===== src/rtl/pipe_pkg.sv =====
// pipe_pkg: clog2 helper and default reset data shared by pipeline register chains
package pipe_pkg;
    localparam int PIPE_RESET_DATA = 0;
    function automatic int clog2(input int n);
        int r;
        r = 0;
        while ((1 << r) < n) r++;
        return r;
    endfunction
endpackage


===== src/rtl/pipe_reg_chain_stage.sv =====
// pipe_stage: one elastic register stage (clk, reset async high, flush, src_valid/src_data in, next_ready in, ready/valid/data out)
module pipe_stage
    import pipe_pkg::*;
#(
    parameter int WIDTH = 32,
    parameter logic [WIDTH-1:0] RESET_DATA = WIDTH'(PIPE_RESET_DATA)
) (
    input  logic             clk,
    input  logic             reset,
    input  logic             flush,
    input  logic             src_valid,
    input  logic [WIDTH-1:0] src_data,
    input  logic             next_ready,
    output logic             ready,
    output logic             valid,
    output logic [WIDTH-1:0] data
);
    assign ready = !valid | next_ready;
    always_ff @(posedge clk or posedge reset) begin
        if (reset) begin
            valid <= 1'b0;
            data  <= RESET_DATA;
        end else if (flush) begin
            valid <= 1'b0;
        end else if (ready) begin
            valid <= src_valid;
            if (src_valid) data <= src_data;
        end
    end
endmodule


===== src/rtl/pipe_reg_chain.sv =====
// pipe_reg_chain: DEPTH-stage elastic pipeline register (clk, reset async high, flush, in_valid/in_ready/in_data, out_valid/out_ready/out_data, occupancy)
module pipe_reg_chain
    import pipe_pkg::*;
#(
    parameter int WIDTH = 32,
    parameter int DEPTH = 2,
    parameter logic [WIDTH-1:0] RESET_DATA = WIDTH'(PIPE_RESET_DATA)
) (
    input  logic                        clk,
    input  logic                        reset,
    input  logic                        flush,
    input  logic                        in_valid,
    output logic                        in_ready,
    input  logic [WIDTH-1:0]            in_data,
    output logic                        out_valid,
    input  logic                        out_ready,
    output logic [WIDTH-1:0]            out_data,
    output logic [clog2(DEPTH+1)-1:0]   occupancy
);
    localparam int OW = clog2(DEPTH + 1);
    logic [DEPTH-1:0] v;
    logic [WIDTH-1:0] d [DEPTH];
    logic in_hs, out_hs;
    for (genvar i = 0; i < DEPTH; i++) begin : g
        logic r, nr, sv;
        logic [WIDTH-1:0] sd;
        if (i == 0) begin : g_src
            assign sv = in_hs;
            assign sd = in_data;
        end else begin : g_src
            assign sv = v[i-1];
            assign sd = d[i-1];
        end
        if (i == DEPTH - 1) begin : g_nr
            assign nr = out_ready;
        end else begin : g_nr
            assign nr = g[i+1].r;
        end
        pipe_stage #(.WIDTH(WIDTH), .RESET_DATA(RESET_DATA)) u_stage (
            .clk(clk), .reset(reset), .flush(flush),
            .src_valid(sv), .src_data(sd), .next_ready(nr),
            .ready(r), .valid(v[i]), .data(d[i])
        );
    end
    assign in_ready  = g[0].r & !flush;
    assign out_valid = v[DEPTH-1] & !flush;
    assign out_data  = d[DEPTH-1];
    assign in_hs     = in_valid & in_ready;
    assign out_hs    = out_valid & out_ready;
    always_ff @(posedge clk or posedge reset) begin
        if (reset) occupancy <= '0;
        else if (flush) occupancy <= '0;
        else if (in_hs != out_hs) occupancy <= in_hs ? occupancy + OW'(1) : occupancy - OW'(1);
    end
endmodule


===== config.mk =====
export PLATFORM = sky130hd
export DESIGN_NAME = pipe_reg_chain
export DESIGN_NICKNAME = d
export VERILOG_FILES = /design/src/rtl/pipe_pkg.sv /design/src/rtl/pipe_reg_chain_stage.sv /design/src/rtl/pipe_reg_chain.sv
export SDC_FILE = /design/constraint.sdc
export NUM_CORES = 1
export LEC_CHECK = 0
export ABC_AREA = 1
export CAP_MARGIN = 10
export CORE_MARGIN = 2
export CORE_UTILIZATION = 48
export DETAILED_ROUTE_END_ITERATION = 10
export MAX_ROUTING_LAYER = met4
export PLACE_DENSITY = 0.83
export SLEW_MARGIN = 20
export SYNTH_ARGS = -nofsm -noshare
export SYNTH_HDL_FRONTEND = slang
export SYNTH_SLANG_ARGS = --single-unit

===== constraint.sdc =====
create_clock -name clk -period 2.9 [get_ports clk]
set_clock_uncertainty 0.15 [all_clocks]
set_input_delay 0.725 -clock clk [delete_from_list [all_inputs] [get_ports clk]]
set_output_delay 0.725 -clock clk [all_outputs]
set_load 0.03 [all_outputs]

==> impl_metrics.csv <==
group,metric,value,unit
placed_design,globalplace.congestion,0.7642,
cts,postCtsSetupRepairBufs,0,
cts,clock_tree.htree_level_count,3,
critical_path,rr_endpoint,"g[1].u_stage.data[28]",
synthesis,netlist_instances,279,
cts,cts_inserted_buffers,9,
die,io-pin-count,73,
die,fp.dieH,79.51,um
global_routing,antenna_violations_before_repair,0,
cts,total_of_cells_resized_after_clock_tree_synthesis,0,
critical_path,critPathMaxFanout,5,
drt,drt-initial-drc-count,126,
cts,clock_sink_count,68,
power_and_ir_drop,p_per_area,734.3,nW/um^2
critical_path,regToRegStartpoint,"g[1].u_stage.valid",
critical_path,reg2regPathDepth,5,
die,die-area,6321,um^2
sta,max_freq,396.0,MHz
die,fp-row-count,27,
die,fp.coreArea,5507,um^2
finish,drive_gt1_frac,0.1292,
global_routing,grt_pass1_wl,8.901,mm
finish,finish.cell_count_without_fillers,428,
worst_hold_path,holdPathStages,2,
drt,first_pass_detailed_route_iteration_total,4,
sta,period_share,0.8707,
synthesis,yosys.cell_types.count,17,
synthesis,synth.yosys.warnings,0,
synthesis,synth.top_cells.by_area,"dfrtp_1 (62%), nand2_1 (6.7%), a21oi_2 (6.1%)",
cts,cts_tree,"yes",
finish,flow.area_growth_from_synthesis,34.89,%
global_routing,met3_usage,0.04638,
sta,worst-slew-pin-transition,0.4069,ns
drt,via_count,2042,
placed_design,numPortBuffers,72,
drt,ant_nets,0,
finish,postLayoutCoreUtil,0.6703,
placed_design,detailed_place_hpwl,3.433,mm
synthesis,synthDominantAreaCellType,"dfrtp_1",
die,chipWidth,79.51,um
finish,layout.cells.most_common,"clkdlybuf4s50_1",
global_routing,grt_pass1_vias,2032,
global_routing,globalRouteMet1Util,0.2236,
worst_hold_path,hold_path_end,"g[1].u_stage.data[10]",
global_routing,largest_net_degree_at_the_start_of_global_routing,69,
sta,tns,0,ns
finish,n_antenna_cell,0,
sta,setup_repair_after_global_routing_missed_its_margin,"no",
drt,vias_per_cell,4.771,
synthesis,syn_nets,316,
synthesis,synth.yosys.seq_area_share,0.6219,
global_routing,track_usage,0.1887,
cts,cts_hold_repair.buffers,0,
global_routing,global_route.peak_usage_layer,"met2",
synthesis,synth_area,2736,um^2
synthesis,postSynthRegisterBits,68,
placed_design,numPlacedInstances,412,
drt,wl,5.184,mm
sta,fin_worst_hold_slack,0.3353,ns
cts,cts_root_buf,"clkbuf_8",
finish,most-common-layout-cells,"clkdlybuf4s50_1 (70), dfrtp_1 (68), nand2_1 (49)",
sta,setup_viol,0,
cts,max-clock-path-buffers,2,
worst_hold_path,hold_start,"g[1].u_stage.data[10]",
cts,clkSlewWorstSetupHoldPaths,0.06,ns
critical_path,worst-endpoint-arrival,1.65,ns
sta,slew_headroom,0.7284,
critical_path,worstSetupStartpointType,"input port",
sta,finalCriticalPeriod,2.525,ns
power_and_ir_drop,cellLeakagePower,1.793,nW
critical_path,timing.critical_path.required,2.03,ns
cts,clock_latency,0.33,ns
power_and_ir_drop,peakVddDrop,0.4297,mV
synthesis,post_synth.cell_area_avg,9.808,um^2
critical_path,critPathCaptureType,"output port",
status,outcome,"finished, final reports clean",
die,start_util,0.4969,
drt,avgRoutedWirePerCell,12.11,um
synthesis,yosysTopAreaCellShare,0.6219,
worst_hold_path,timing.hold.worst.class,"reg -> reg",
critical_path,critPathKind,"in -> out",
global_routing,grt_util_met2,0.3101,
drt,route.detailed.drc,0,
finish,nNetsFinal,388,
sta,drv_slew,0,
run,max_cap_violations,0,
critical_path,setup.reg_to_reg.worst_slack,1.31,ns
global_routing,grt_remaining_overflow,0,
sta,hold_violations,0,
## cells in the mapped netlist
master / count
a21oi_1: 13
a21oi_2: 19
buf_2: 4
buf_4: 3
buf_6: 6
clkbuf_1: 1
dfrtp_1: 68
inv_1: 40
inv_2: 2
nand2_1: 49
nand3_1: 3
nand3_2: 3
nand4_1: 1
nor2_1: 32
nor2_2: 1
o21ai_0: 28
o21ai_1: 6
## logic make-up (layout without fill, tap and decap cells)
group | count (synthesis) | in the layout | share of synthesized area
flip-flops | 68 | 68 | 0.6219
AND/OR/NAND/NOR | 89 | 89 | 0.1321
buffers and inverters | 56 | 133 | 0.09922
AO/OA/AOI/OAI | 66 | 66 | 0.1468
## flip-flops by register name, indices dropped and copies added, names as in the netlist
name / cells
occupancy: 2
g.u_stage.valid: 2
g.u_stage.data: 64
## worst max-delay path by stage
| stage | start | to | slack (ns) | cells past startpoint |
|---|---|---|---|---|
| finish | flush | in_ready | 0.37 | 5 |
| global route | out_ready | in_ready | 0.30 | 6 |
| CTS | out_ready | in_ready | 0.37 | 6 |
| detailed placement | out_ready | in_ready | 0.38 | 6 |
| global placement | out_ready | in_ready | 0.39 | 6 |
| floorplan | reset | g[0].u_stage.data[0] | 0.31 | 1 |
## routing by layer
layer | vias to the layer above | routed length [um]
met2 | 64 | 2553
li1 | 1006 | -
met1 | 964 | 2256
met4 | 0 | 80
met3 | 8 | 292
met5 | - | 0
## where the power goes
part / total [mW] / leakage (nW) / internal [mW] / switching [mW]
Clock: 0.773 / 0.102 / 0.442 / 0.331
Sequential: 1.19 / 0.790 / 1.11 / 0.0791
Combinational: 0.745 / 0.901 / 0.315 / 0.430
Total: 2.71 / 1.79 / 1.87 / 0.840
## critical path: stages
cell             delay, ns
clkdlybuf4s50_1       0.54
inv_2                 0.09
nand2_1               0.07
inv_1                 0.06
buf_4                 0.16
## stage by stage
stage / setup WS (ns) / area, um^2 / power [mW]
floorplan: 0.3135 / 2736 / 1.633
detailed placement: 0.3786 / 3488 / 1.963
finish: 0.3748 / 3691 / 2.710
CTS: 0.3734 / 3691 / 2.744
global route: 0.3005 / 3691 / 2.858
global placement: 0.3941 / 3488 / 1.936
## cell type report
| type | instances | area (um^2) |
|---|---|---|
| fill | 464 | 1815 |
| sequential | 68 | 1702 |
| timing repair buffer | 75 | 775.7 |
| multi-input combinational | 155 | 763.2 |
| inverter | 42 | 157.7 |
| clock buffer | 12 | 155.1 |
| tap | 72 | 90.09 |
| clock inverter | 4 | 47.55 |
(Power assumes the default switching activity.)
